--- config.mk ---
export PLATFORM = sky130hd
export DESIGN_NAME = box_overlay
export DESIGN_NICKNAME = d
export VERILOG_FILES = /design/src/rtl/video_pkg.sv /design/src/rtl/video_timing_cnt.sv /design/src/rtl/box_overlay.sv
export SDC_FILE = /design/constraint.sdc
export NUM_CORES = 1
export LEC_CHECK = 0
export BUFFER_PORTS_ARGS = -buffer_cell sky130_fd_sc_hd__buf_2
export CELL_PAD_IN_SITES_DETAIL_PLACEMENT = 1
export CELL_PAD_IN_SITES_GLOBAL_PLACEMENT = 2
export CORE_UTILIZATION = 33
export DETAILED_ROUTE_END_ITERATION = 10
export GPL_TIMING_DRIVEN = 0
export PLACE_DENSITY_LB_ADDON = 0.1
export REMOVE_ABC_BUFFERS = 1
export SETUP_SLACK_MARGIN = 0.1
export SLEW_MARGIN = 20
export SYNTH_ARGS = -nofsm -noshare
export SYNTH_HDL_FRONTEND = slang
export SYNTH_SLANG_ARGS = --single-unit
--- constraint.sdc ---
create_clock -name pixelclk -period 5.25 [get_ports pixelclk]
set_input_delay 0.2625 -clock pixelclk [delete_from_list [all_inputs] [get_ports pixelclk]]
set_output_delay 0.2625 -clock pixelclk [all_outputs]
set_load 0.1 [all_outputs]
--- src/rtl/video_pkg.sv ---
// Shared video overlay types: box record, overlay state encoding and coordinate width.
package video_pkg;

  localparam int COORD_W = 12;

  typedef struct packed {
    logic [COORD_W-1:0] l;
    logic [COORD_W-1:0] r;
    logic [COORD_W-1:0] t;
    logic [COORD_W-1:0] b;
  } box_t;

  typedef enum logic [1:0] {
    ST_WAIT   = 2'd0,
    ST_ACTIVE = 2'd1,
    ST_HOLD   = 2'd2
  } box_state_t;

  function automatic logic [COORD_W-1:0] sat_inc(input logic [COORD_W-1:0] v);
    if (v == 12'hFFF) begin
      return v;
    end else begin
      return v + 12'd1;
    end
  endfunction

endpackage

--- src/rtl/video_timing_cnt.sv ---
// Pixel column/row counters and frame-boundary detect; also forms the first pipeline
// stage (registered syncs plus the coordinate of the pixel they belong to).
module video_timing_cnt
  import video_pkg::*;
(
  input  logic               pixelclk,
  input  logic               reset,
  input  logic               i_hs,
  input  logic               i_vs,
  input  logic               i_de,
  output logic               fb,
  output logic               hs_dly,
  output logic               vs_dly,
  output logic               de_dly,
  output logic [COORD_W-1:0] x_dly,
  output logic [COORD_W-1:0] y_dly
);

  logic [COORD_W-1:0] x_cnt_r;
  logic [COORD_W-1:0] y_cnt_r;
  logic               de_fall_s;
  logic [COORD_W-1:0] pix_x_s;
  logic [COORD_W-1:0] pix_y_s;

  // vs_dly/de_dly double as the previous-cycle samples for edge detection
  assign fb        = ~i_vs & vs_dly;
  assign de_fall_s = ~i_de & de_dly;
  assign pix_x_s   = fb ? 12'd0 : x_cnt_r;
  assign pix_y_s   = fb ? 12'd0 : y_cnt_r;

  // Counters and stage-1 registers
  always_ff @(posedge pixelclk) begin
    if (reset) begin
      x_cnt_r <= 12'd0;
      y_cnt_r <= 12'd0;
      hs_dly  <= 1'b0;
      vs_dly  <= 1'b0;
      de_dly  <= 1'b0;
      x_dly   <= 12'd0;
      y_dly   <= 12'd0;
    end else begin
      hs_dly <= i_hs;
      vs_dly <= i_vs;
      de_dly <= i_de;
      x_dly  <= pix_x_s;
      y_dly  <= pix_y_s;
      if (fb) begin
        // A pixel on the boundary cycle is column 0, so the next one is column 1
        x_cnt_r <= i_de ? 12'd1 : 12'd0;
        y_cnt_r <= 12'd0;
      end else if (de_fall_s) begin
        x_cnt_r <= 12'd0;
        y_cnt_r <= sat_inc(y_cnt_r);
      end else if (i_de) begin
        x_cnt_r <= sat_inc(x_cnt_r);
      end else begin
        x_cnt_r <= x_cnt_r;
      end
    end
  end

endmodule

--- src/rtl/box_overlay.sv ---
// Draws a rectangular outline of the per-frame latched target box onto the video stream,
// holding a lost box for a bounded number of frames. Two-cycle pixel latency.
module box_overlay
  import video_pkg::*;
#(
  parameter int                        IMG_WIDTH_LINE  = 1920,
  parameter int                        IMG_HEIGHT_LINE = 1080,
  parameter int                        IMG_WIDTH_DATA  = 24,
  parameter int                        LINE_WIDTH      = 2,
  parameter logic [IMG_WIDTH_DATA-1:0] BOX_COLOR       = 24'hFF0000,
  parameter int                        MISS_LIMIT      = 4
) (
  input  logic                      pixelclk,
  input  logic                      reset,
  input  logic [IMG_WIDTH_DATA-1:0] i_rgb,
  input  logic                      i_hs,
  input  logic                      i_vs,
  input  logic                      i_de,
  input  logic [COORD_W-1:0]        hcount_l,
  input  logic [COORD_W-1:0]        hcount_r,
  input  logic [COORD_W-1:0]        vcount_l,
  input  logic [COORD_W-1:0]        vcount_r,
  input  logic                      i_box_en,
  output logic [IMG_WIDTH_DATA-1:0] o_rgb,
  output logic                      o_hs,
  output logic                      o_vs,
  output logic                      o_de,
  output logic                      o_box_valid
);

  localparam logic [12:0] W13       = 13'(IMG_WIDTH_LINE);
  localparam logic [12:0] H13       = 13'(IMG_HEIGHT_LINE);
  localparam logic [12:0] LW13      = 13'(LINE_WIDTH);
  localparam logic [3:0]  MISS_LIM4 = 4'(MISS_LIMIT);

  logic                      fb_s, hs1_s, vs1_s, de1_s;
  logic [COORD_W-1:0]        x1_s, y1_s;
  logic [IMG_WIDTH_DATA-1:0] rgb1_r;
  box_state_t                state_r;
  logic [3:0]                miss_cnt_r;
  logic [3:0]                miss_inc_s;
  box_t                      sb_r;
  box_t                      cand_s;
  logic                      cand_ok_s;

  video_timing_cnt u_timing (
    .pixelclk (pixelclk),
    .reset    (reset),
    .i_hs     (i_hs),
    .i_vs     (i_vs),
    .i_de     (i_de),
    .fb       (fb_s),
    .hs_dly   (hs1_s),
    .vs_dly   (vs1_s),
    .de_dly   (de1_s),
    .x_dly    (x1_s),
    .y_dly    (y1_s)
  );

  assign cand_s     = '{l: hcount_l, r: hcount_r, t: vcount_l, b: vcount_r};
  assign cand_ok_s  = (hcount_l < hcount_r) && (vcount_l < vcount_r) &&
                      ({1'b0, hcount_r} < W13) && ({1'b0, vcount_r} < H13);
  assign miss_inc_s = miss_cnt_r + 4'd1;

  // Frame-boundary state machine: latch box, count misses, publish draw flag
  always_ff @(posedge pixelclk) begin
    if (reset) begin
      state_r     <= ST_WAIT;
      miss_cnt_r  <= 4'd0;
      sb_r        <= '0;
      o_box_valid <= 1'b0;
    end else if (fb_s) begin
      if (!i_box_en) begin
        state_r     <= ST_WAIT;
        miss_cnt_r  <= 4'd0;
        o_box_valid <= 1'b0;
      end else begin
        case (state_r)
          ST_WAIT: begin
            if (cand_ok_s) begin
              sb_r        <= cand_s;
              miss_cnt_r  <= 4'd0;
              state_r     <= ST_ACTIVE;
              o_box_valid <= 1'b1;
            end else begin
              o_box_valid <= 1'b0;
            end
          end
          ST_ACTIVE: begin
            if (cand_ok_s) begin
              sb_r        <= cand_s;
              o_box_valid <= 1'b1;
            end else if (MISS_LIM4 == 4'd1) begin
              state_r     <= ST_WAIT;
              miss_cnt_r  <= 4'd0;
              o_box_valid <= 1'b0;
            end else begin
              miss_cnt_r  <= 4'd1;
              state_r     <= ST_HOLD;
              o_box_valid <= 1'b1;
            end
          end
          ST_HOLD: begin
            if (cand_ok_s) begin
              sb_r        <= cand_s;
              miss_cnt_r  <= 4'd0;
              state_r     <= ST_ACTIVE;
              o_box_valid <= 1'b1;
            end else if (miss_inc_s >= MISS_LIM4) begin
              state_r     <= ST_WAIT;
              miss_cnt_r  <= 4'd0;
              o_box_valid <= 1'b0;
            end else begin
              miss_cnt_r  <= miss_inc_s;
              o_box_valid <= 1'b1;
            end
          end
          default: begin
            state_r     <= ST_WAIT;
            miss_cnt_r  <= 4'd0;
            o_box_valid <= 1'b0;
          end
        endcase
      end
    end
  end

  // Border bands in 13 bits; inner edges clamped so narrow boxes fill without wrapping
  logic [12:0] l13, r13, t13, b13, x13, y13;
  logic [12:0] left_raw_s, top_raw_s, left_hi_s, top_hi_s, right_lo_s, bot_lo_s;
  logic        in_x_s, in_y_s, band_v_s, band_h_s, border_s;

  assign l13        = {1'b0, sb_r.l};
  assign r13        = {1'b0, sb_r.r};
  assign t13        = {1'b0, sb_r.t};
  assign b13        = {1'b0, sb_r.b};
  assign x13        = {1'b0, x1_s};
  assign y13        = {1'b0, y1_s};
  assign left_raw_s = l13 + LW13 - 13'd1;
  assign top_raw_s  = t13 + LW13 - 13'd1;
  assign left_hi_s  = (left_raw_s > r13) ? r13 : left_raw_s;
  assign top_hi_s   = (top_raw_s > b13) ? b13 : top_raw_s;
  assign right_lo_s = (r13 + 13'd1 < l13 + LW13) ? l13 : (r13 + 13'd1 - LW13);
  assign bot_lo_s   = (b13 + 13'd1 < t13 + LW13) ? t13 : (b13 + 13'd1 - LW13);
  assign in_x_s     = (x13 >= l13) && (x13 <= r13);
  assign in_y_s     = (y13 >= t13) && (y13 <= b13);
  assign band_v_s   = ((x13 >= l13) && (x13 <= left_hi_s)) || ((x13 >= right_lo_s) && (x13 <= r13));
  assign band_h_s   = ((y13 >= t13) && (y13 <= top_hi_s)) || ((y13 >= bot_lo_s) && (y13 <= b13));
  assign border_s   = de1_s && (state_r != ST_WAIT) &&
                      ((in_y_s && band_v_s) || (in_x_s && band_h_s));

  // Stage-1 pixel register
  always_ff @(posedge pixelclk) begin
    if (reset) begin
      rgb1_r <= {IMG_WIDTH_DATA{1'b0}};
    end else begin
      rgb1_r <= i_rgb;
    end
  end

  // Stage-2 output mux
  always_ff @(posedge pixelclk) begin
    if (reset) begin
      o_rgb <= {IMG_WIDTH_DATA{1'b0}};
      o_hs  <= 1'b0;
      o_vs  <= 1'b0;
      o_de  <= 1'b0;
    end else begin
      o_hs <= hs1_s;
      o_vs <= vs1_s;
      o_de <= de1_s;
      if (!de1_s) begin
        o_rgb <= {IMG_WIDTH_DATA{1'b0}};
      end else if (border_s) begin
        o_rgb <= BOX_COLOR;
      end else begin
        o_rgb <= rgb1_r;
      end
    end
  end

endmodule

==> results.toml, run 1 <==
[run_status]
outcome = "finished, violations left"
violations = "setup timing"

[synthesis]
synth_compound_area_share_pct = 16.6
synth_common_cells = "175 x ha_1, 160 x nand2_1, 157 x dfxtp_1"
synth_edf_count = 0
synth_cell_type_count = 72
synth_top_family_by_area = "simple AND/OR/NAND/NOR gates"
yosysTopAreaCellShare_pct = 26.6
synth.largest_area_cell = "dfxtp_1"
synth-adder-area-share_pct = 19.0
synth-seq-area-share_pct = 26.6
ys_async_sr_fraction_pct = 0
syn_avg_cell_area_um2 = 8.24
synth_flop_cell = "dfxtp_1"
synth-simple-area-share_pct = 21.6
synthMostInstantiatedCell = "ha_1"
synth_area_mm2 = 0.0118
ys_ff_latch = 157
synthTopCellsByArea = "dfxtp_1 27%, ha_1 19%, xnor2_1 5.3%, nand2_1 5.1%, a21oi_1 3.9%"
synthMuxAreaShare_pct = 2.67
yosysWarnings = 0
synth_xor_area_share_pct = 7.98
synth_cells = 1436

[min_path]
hp-class = "primary input to flip-flop"
hold_start = "i_rgb[9]"
hold_path_depth = 2
min_to = "rgb1_r[9]$_SDFF_PP0_"

[placement]
pre_cts_ws_ns = -1.61
gp_congestion = 0.824
dpl_cell_area_mm2 = 0.0129
dpl.cell_count = 1948
numPortBuffers = 105
dp_hpwl_um = 29500

[detailed_routing]
antenna_left = 0
firstDrtPassIters = 4
wirelength_um = 38800
drc = 0
wl_per_cell_um = 18.9
vias_per_cell = 5.26
dr_total_vias = 10800
drtIter0Drc = 506

[timing]
layout_min_cycle_time_ns = 5.37
drv_slew = 0
slew_headroom_pct = 28.3
finalHoldViolations = 0
fin_tns_setup_ns = -2.30
tightestPinTransition_ns = 1.08
hold_slack_ns = 0.0192
fin_skew_ns = 0.00909
fin_crit_sh_pct = 102
setup_viol_count_final = 24
fmax_mhz = 186
worst_slack_ns = -0.124
rsz0062_at_grt = "yes"

[final_layout]
fin_util_pct = 41.8
area_growth_pct = 23.3
fin_cells = 2047
fin_nets = 1832
diodes = 0
fillCellCount = 4153
drive_above_1_share_pct = 20.2
final_cell_area_mm2 = 0.0146

[critical_path]
crit_arrival_ns = 5.70
worstSetupEndpointType = "flip-flop"
crit_required_ns = 5.57
r2r_cells = 28
cpPeakStageDelay_ns = 0.44
crit_top_cell = "and3_4"
worstSetupStartpointType = "flip-flop"
timing.rr.start = "l13[2]$_SDFFE_PP0P_"
worst-r2r-setup-slack_ns = -0.12
reg2reg_to = "o_rgb[10]$_SDFF_PP0_"
crit_type = "flip-flop to flip-flop"
critPathMaxFanout = 8
crit_path_top_delay_cell = "dfxtp_4"

[floorplanning]
ios = 106
dieArea_mm2 = 0.0366
floorplan.die.height_um = 191
start_util_pct = 33.9
die_w_um = 191
core_mm2 = 0.0349
row_count = 68

[clock_tree]
cts_buffers = 17
clockBufferDepth = 2
cts_tree = "built"
clkSinkCount = 157
clkSlewWorstSetupHoldPaths_ns = 0.08
ctsHtreeMaxLevel = 4
insertion_delay_ns = 0.46
root_buffer = "clkbuf_16"

[grt]
antenna_found_initial = 1
grt_max_degree = 57
grt_usage_pct = 22.0
first_global_vias = 11200
grt_pass1_wl_um = 61900
grt_overflow_total = 0

[power]
leakagePower_nw = 6.05
powerDensity_mw_per_mm2 = 200
finalPower_mw = 2.92
ir_worst_vdd_v = 0.000226

[flow_run]
cap_violations = 0
## state kept, by name (all words and copies together) (netlist names), 2 cells and up
name              cells
sb_r                 12
r13                  12
b13                  12
miss_cnt_r            4
l13                  12
o_rgb                24
u_timing.x_cnt_r     12
u_timing.y_dly       12
u_timing.x_dly       12
state_r               2
rgb1_r               24
u_timing.y_cnt_r     12
## where the power goes
part | internal, mW | switching, mW | leakage [nW]
clock | 0.656 | 0.628 | 0.297
sequential | 1.20 | 0.0132 | 1.28
combinational | 0.162 | 0.259 | 4.46
## worst max-delay path: cells and delay by family, from the launching register on
kind                       cells  cell delay (ns)
xor gates and xnor gates       2             0.34
AOI/OAI and AO/OA              6             0.84
and+or+nand+nor               12             2.06
muxes                          1             0.19
adders and majority gates      3             0.80
buffers and inverters          4             0.55
DFF                            1             0.44
## what timing repair did
action | 4_1_cts | 5_1_grt
hold endpoints to repair | 6 | 0
pin swaps | 42 | 33
setup endpoints to repair | 24 | 24
cloned | 5 | 0
gates resized for setup | 101 | 21
hold buffers | 6 | 0
setup buffers | 38 | 18
## metal layers
layer | up-vias | global-route usage, % | part of all wire [%] | wire, µm
met3 | 33 | 2.85 | 2.4 | 941
met5 | - | 0 | 0.026 | 10
met4 | 2 | 5.98 | 1.5 | 574
li1 | 5389 | - | - | -
met2 | 130 | 36.6 | 47 | 18100
met1 | 5211 | 29.7 | 49 | 19100
## layout by cell type (no fill, tap or decap), drive strengths merged, types with 39 or more instances in the layout
cell   netlist  final
a21oi       91     91
buf         25    175
dfxtp      157    157
ha         175    175
inv        105    114
nand2      160    160
nand3       65     65
nand4       39     39
nor2        63     63
o21ai       62     65
xnor2       73     73
## final cells by class
class	instances	area, µm²	share of cell area, %
flip-flops and latches	157	3180	21.8
inverters	105	394	2.70
well taps	455	569	3.90
multi-input cells	1117	8590	58.9
clock inverters	14	163	1.12
clock buffers	18	439	3.01
repair buffers	181	1240	8.51
## worst max path at each step
stage	from	endpoint	slack, ns	cells after the start
finish	l13[2]$_SDFFE_PP0P_	o_rgb[10]$_SDFF_PP0_	-0.12	28
global route	sb_r[13]$_SDFFE_PP0P_	o_rgb[23]$_SDFF_PP0_	-0.40	22
CTS	l13[2]$_SDFFE_PP0P_	o_rgb[22]$_SDFF_PP0_	-0.09	28
detailed placement	l13[2]$_SDFFE_PP0P_	o_rgb[16]$_SDFF_PP0_	-1.61	27
global placement	sb_r[13]$_SDFFE_PP0P_	o_rgb[22]$_SDFF_PP0_	-2.91	22
floorplan	sb_r[13]$_SDFFE_PP0P_	o_rgb[16]$_SDFF_PP0_	-0.74	21
## kinds of logic (layout without fill, tap and decap cells)
kind of cell	Yosys count	after routing
AND/OR/NAND/NOR	500	500
XOR/XNOR	106	106
AO/OA/AOI/OAI	295	300
flip-flops	157	157
adder cells (fa/ha/maj)	180	180
multiplexers	31	31
buffers and inverters	167	318
(Power assumes the default switching activity.)
==> run 2, diff against run 1 <==
--- a/config.mk
+++ b/config.mk
@@ -10,7 +10,6 @@
 export CELL_PAD_IN_SITES_GLOBAL_PLACEMENT = 2
 export CORE_UTILIZATION = 33
 export DETAILED_ROUTE_END_ITERATION = 10
-export GPL_TIMING_DRIVEN = 0
 export PLACE_DENSITY_LB_ADDON = 0.1
 export REMOVE_ABC_BUFFERS = 1
 export SETUP_SLACK_MARGIN = 0.1
==> run 2 against run 1 <==
The flow now finishes without violations. Cell count grew 3.9%. First-iteration DRC count shrank 22%. Count of clock-buffer cells in the layout shrank 1. Core utilization grew 0.84 points. Critical path depth is the same. Sequential power is essentially flat. Sequential share of layout area shrank 0.62 points. Global-route usage grew 0.50 points. Non-clock buffer count grew 84. Hold slack gained 0.0062 ns. Combinational power shrank 8.3%. Critical endpoint is now o_rgb[5]$_SDFF_PP0_. Largest power group unchanged.
==> results.toml, run 2 (same netlist as run 1, synthesis figures left out) <==
[clock_tree]
clkSinkCount = 157
clkSlewWorstSetupHoldPaths_ns = 0.08
root_buffer = "clkbuf_16"
cts_buffers = 17
cts_tree = "built"
cts_hold_buf = 0
ctsHtreeMaxLevel = 4
clockBufferDepth = 2
insertion_delay_ns = 0.45

[floorplanning]
core_mm2 = 0.0349
start_util_pct = 33.9
dieArea_mm2 = 0.0366
floorplan.die.height_um = 191
row_count = 68
die_w_um = 191
ios = 106

[critical_path]
cpPeakStageDelay_ns = 0.38
cp.depth = 28
crit_start = "l13[2]$_SDFFE_PP0P_"
r2r_cells = 28
worst-r2r-setup-slack_ns = 0.02
cp-endpoint = "o_rgb[5]$_SDFF_PP0_"
worstSetupStartpointType = "flip-flop"
crit_required_ns = 5.57
reg2reg_to = "o_rgb[5]$_SDFF_PP0_"
critPathMaxFanout = 6
crit_path_top_delay_cell = "dfxtp_4"
path_buf_inv = 5
crit_top_cell = "buf_4"
crit_arrival_ns = 5.55
timing.rr.start = "l13[2]$_SDFFE_PP0P_"
worstSetupEndpointType = "flip-flop"
crit_type = "flip-flop to flip-flop"
critPathTopFamily = "simple AND/OR/NAND/NOR gates"

[grt]
grt_overflow_total = 0
antenna_found_initial = 0
grt_pass1_wl_um = 63700
grt_max_degree = 63
first_global_vias = 11600
grt_usage_pct = 22.5

[detailed_routing]
wirelength_um = 40300
dr_total_vias = 11100
drc = 0
vias_per_cell = 5.20
antenna_left = 0
drtIter0Drc = 393
firstDrtPassIters = 7
wl_per_cell_um = 18.9

[timing]
finalHoldViolations = 0
drv_slew = 0
tightestPinTransition_ns = 1.02
fin_skew_ns = 0.0177
worst_slack_ns = 0.0241
fin_crit_sh_pct = 99.5
layout_min_cycle_time_ns = 5.23
slew_headroom_pct = 31.7
setup_viol_count_final = 0
rsz0062_at_grt = "yes"
fmax_mhz = 191

[placement]
gp_congestion = 0.881
dp_hpwl_um = 31700
pre_cts_ws_ns = -0.408
numPortBuffers = 105

[power]
leakagePower_nw = 6.40
powerDensity_mw_per_mm2 = 197
ir_worst_vdd_v = 0.000233
finalPower_mw = 2.93

[final_layout]
final_common_cell = "ha_1"
reg_top3 = "o_rgb x24, rgb1_r x24"
area_growth_pct = 25.8
final_cell_mix = "173 x ha_1, 160 x nand2_1, 152 x buf_4"
drive_above_1_share_pct = 22.5
fin_nets = 1911
diodes = 0

[min_path]
hp-class = "primary input to flip-flop"

[flow_run]
cap_violations = 0

[run_status]
outcome = "complete, no violations"
-- run 2: cell types whose count changed in the layout (fill, tap and decap cells not counted), moves of 3 or more --
cell           before  now
buf_4              58  152
buf_8               3    0
dfxtp_1           142  151
dfxtp_4             9    2
dlygate4sd3_1       6    0
ha_1              170  173
mux2i_1            20   24
nand3_2             3    6
o21ai_1             7    4
-- run 2: worst reg2reg max path: cells and delay by family, from the launching register on --
| family | cells | cell delay, ns |
|---|---|---|
| xor+xnor | 2 | 0.35 |
| flops | 1 | 0.38 |
| compound gates | 6 | 0.82 |
| buf+inv | 5 | 0.78 |
| fa+ha+maj | 2 | 0.66 |
| simple gates | 12 | 2.00 |
| mux | 1 | 0.14 |
-- run 2: worst min path at each step --
stage | start | to | slack [ns] | cells past startpoint
finish | i_rgb[8] | rgb1_r[8]$_SDFF_PP0_ | 0.03 | 2
global route | i_rgb[16] | rgb1_r[16]$_SDFF_PP0_ | 0.01 | 2
CTS | i_rgb[13] | rgb1_r[13]$_SDFF_PP0_ | 0.003 | 2
detailed placement | u_timing.hs_dly$_SDFF_PP0_ | o_hs$_SDFF_PP0_ | 0.44 | 1
global placement | u_timing.hs_dly$_SDFF_PP0_ | o_hs$_SDFF_PP0_ | 0.43 | 1
floorplan | reset | u_timing.de_dly$_SDFF_PP0_ | 0.33 | 1
-- run 2: layer usage --
layer | vias to the layer above | global-route usage, % | part of all wire [%]
met1 | 5368 | 30.6 | 50
met5 | - | 0 | 0
met3 | 33 | 3.62 | 3.0
met4 | 0 | 4.70 | 1.4
li1 | 5518 | - | -
met2 | 133 | 37.2 | 46
-- run 2: repair_timing --
item,CTS,global route
setup buffers,7,12
endpoints found under the setup margin,24,24
pin swaps,23,26
cloned,1,0
gates resized for setup,51,23
endpoints found under the hold margin,0,0
-- run 2: stage by stage --
step	util (%)	cell area (µm²)	instances	TNS [ns]	hold WS [ns]
CTS	42.0	14700	2114	0	0.00337
global route	42.7	14900	2126	-5.22	0.0136
finish	42.7	14900	2126	0	0.0254
global placement	39.4	13700	2074	-2.93	0.428
floorplan	-	11600	1374	-14.68	0.329
detailed placement	39.4	13700	2074	-8.35	0.438
-- run 2: final cells by class --
class / instances / area, µm²
tap: 455 / 569
clock buffer: 17 / 425
timing repair buffer: 265 / 1790
inverter: 105 / 394
multi-input combinational: 1112 / 8350
sequential: 157 / 3160
clock inverter: 15 / 194
fill: 4171 / 20000
-- run 2: power breakdown --
group          internal (mW)  switching, mW
clock                  0.690          0.634
combinational          0.148          0.238
sequential              1.21         0.0126
==> run 3, diff against run 2 <==
--- a/config.mk
+++ b/config.mk
@@ -8,10 +8,10 @@
 export BUFFER_PORTS_ARGS = -buffer_cell sky130_fd_sc_hd__buf_2
 export CELL_PAD_IN_SITES_DETAIL_PLACEMENT = 1
 export CELL_PAD_IN_SITES_GLOBAL_PLACEMENT = 2
-export CORE_UTILIZATION = 33
+export CORE_UTILIZATION = 25
+export CTS_CLUSTER_DIAMETER = 80
 export DETAILED_ROUTE_END_ITERATION = 10
 export PLACE_DENSITY_LB_ADDON = 0.1
-export REMOVE_ABC_BUFFERS = 1
 export SETUP_SLACK_MARGIN = 0.1
 export SLEW_MARGIN = 20
 export SYNTH_ARGS = -nofsm -noshare
==> run 3 against run 2 <==
Fmax is 0.93% higher. Core utilization is 9.5 points lower. Hold slack better by 0.015 ns. Register-to-register slack better by 0.05 ns. Cell area is 4.1% higher. Critical path type unchanged. Critical endpoint is now o_rgb[18]$_SDFF_PP0_. Largest cell class unchanged.
==> results.toml, run 3 (same netlist as run 1, synthesis figures left out) <==
[grt]
grt_max_degree = 53
grt_usage_pct = 18.6
grt_overflow_total = 0
antenna_found_initial = 0
first_global_vias = 11800
grt_pass1_wl_um = 67500

[final_layout]
final_common_cell = "ha_1"
fin_util_pct = 33.2
diodes = 0
fillCellCount = 5594
fin_nets = 1944
drive_above_1_share_pct = 23.3
reg_top3 = "o_rgb x24, rgb1_r x24"
final_cell_mix = "168 x ha_1, 160 x nand2_1, 159 x buf_4"
area_growth_pct = 30.9

[timing]
slew_headroom_pct = 56.8
rsz0062_at_grt = "yes"
layout_min_cycle_time_ns = 5.18
fmax_mhz = 193
setup_viol_count_final = 0
drv_slew = 0
fin_tns_setup_ns = 0
hold_slack_ns = 0.0404
fin_skew_ns = 0.0165
fin_crit_sh_pct = 98.6
tightestPinTransition_ns = 0.647
finalHoldViolations = 0

[placement]
numPortBuffers = 105
dp_hpwl_um = 34300
gp_congestion = 0.825

[detailed_routing]
drc = 0
antenna_left = 0
firstDrtPassIters = 4
vias_per_cell = 4.81
drtIter0Drc = 349
wirelength_um = 43100
dr_total_vias = 11100
wl_per_cell_um = 18.6

[clock_tree]
cts_tree = "built"
insertion_delay_ns = 0.49
clkSlewWorstSetupHoldPaths_ns = 0.07
ctsHtreeMaxLevel = 4
root_buffer = "clkbuf_16"
cts_buffers = 17
clkSinkCount = 157
clockBufferDepth = 2

[power]
powerDensity_mw_per_mm2 = 190
ir_worst_vdd_v = 0.000225
leakagePower_nw = 6.57
finalPower_mw = 2.94

[critical_path]
worst-r2r-setup-slack_ns = 0.07
timing.rr.start = "l13[1]$_SDFFE_PP0P_"
path_buf_inv = 4
cpPeakStageDelay_ns = 0.41
critPathTopFamily = "simple AND/OR/NAND/NOR gates"
crit_path_top_delay_cell = "or3_4"
worstSetupStartpointType = "flip-flop"
r2r_cells = 27
worstSetupEndpointType = "flip-flop"
critPathMaxFanout = 9
crit_arrival_ns = 5.61
crit_type = "flip-flop to flip-flop"
crit_required_ns = 5.69
reg2reg_to = "o_rgb[18]$_SDFF_PP0_"

[synthesis]
syn-num-nets = 1689

[flow_run]
cap_violations = 0

[min_path]
min_to = "l13[5]$_SDFFE_PP0P_"
hold_start = "hcount_l[5]"
hp-class = "primary input to flip-flop"
hold_path_depth = 3

[run_status]
outcome = "complete, no violations"

[floorplanning]
die_w_um = 220
dieArea_mm2 = 0.0482
ios = 106
floorplan.die.height_um = 220
row_count = 79
start_util_pct = 25.4
core_mm2 = 0.0467
## run 3: changes by cell type in the layout (fill, tap and decap cells not counted), sizes merged
cell | previous run | this run
buf | 265 | 274
clkbuf | 17 | 18
clkinv | 6 | 5
dlygate4sd3 | 0 | 24
## run 3: routing by layer
layer  share of wire (%)  vias up  routed length [µm]  GRT usage, %
met5                   0        -                   0             0
met4                 2.6        0                1110          6.83
met3                 1.6       56                 706          2.69
met2                  50       73               21700          32.3
met1                  46     5395               19600          23.1
li1                    -     5589                   -             -
## run 3: how the worst max path moves through the flow
stage	startpoint	end	slack, ns	cells past startpoint
floorplan	sb_r[13]$_SDFFE_PP0P_	o_rgb[10]$_SDFF_PP0_	0.10	24
global placement	l13[4]$_SDFFE_PP0P_	o_rgb[20]$_SDFF_PP0_	-0.26	26
detailed placement	l13[4]$_SDFFE_PP0P_	o_rgb[19]$_SDFF_PP0_	-0.34	27
CTS	l13[3]$_SDFFE_PP0P_	o_rgb[8]$_SDFF_PP0_	-0.002	27
global route	l13[1]$_SDFFE_PP0P_	o_rgb[23]$_SDFF_PP0_	-0.24	28
finish	l13[1]$_SDFFE_PP0P_	o_rgb[18]$_SDFF_PP0_	0.07	27
## run 3: tightest hold or removal path, cell delays in order
cell	delay [ns]
buf_2	0.11
nand2_1	0.05
a21oi_1	0.05
## run 3: stage by stage
stage,area [µm²],std cells,worst slack [ns]
finish,15500,2311,0.0725
global route,15500,2311,-0.241
CTS,15200,2304,-0.00203
detailed placement,14000,2232,-0.342
global placement,14000,2232,-0.256
floorplan,11900,1436,0.101
## run 3: final cells by class
class / instances / area (µm²) / area share [%]
Multi-Input combinational cell: 1112 / 8440 / 54.5
Sequential cell: 157 / 3170 / 20.5
Timing Repair Buffer: 298 / 2120 / 13.7
Tap cell: 607 / 759 / 4.90
Clock buffer: 18 / 429 / 2.77
Inverter: 105 / 394 / 2.55
Clock inverter: 14 / 175 / 1.13
## run 3: repair_timing
item                                    in CTS  in global routing
cloned                                       1                  0
gates resized for setup                     52                 40
endpoints found under the hold margin       24                  0
buffers inserted                            15                  8
hold buffers                                24                  0
pin swaps                                   11                 48
endpoints found under the setup margin      24                 24
## run 3: report_power, final
| part | switching (mW) | leakage, nW | internal [mW] | total [mW] |
|---|---|---|---|---|
| registers | 0.0128 | 1.28 | 1.21 | 1.22 |
| clock network | 0.623 | 0.292 | 0.680 | 1.30 |
| logic | 0.251 | 5.00 | 0.163 | 0.414 |
| total | 0.886 | 6.57 | 2.05 | 2.94 |
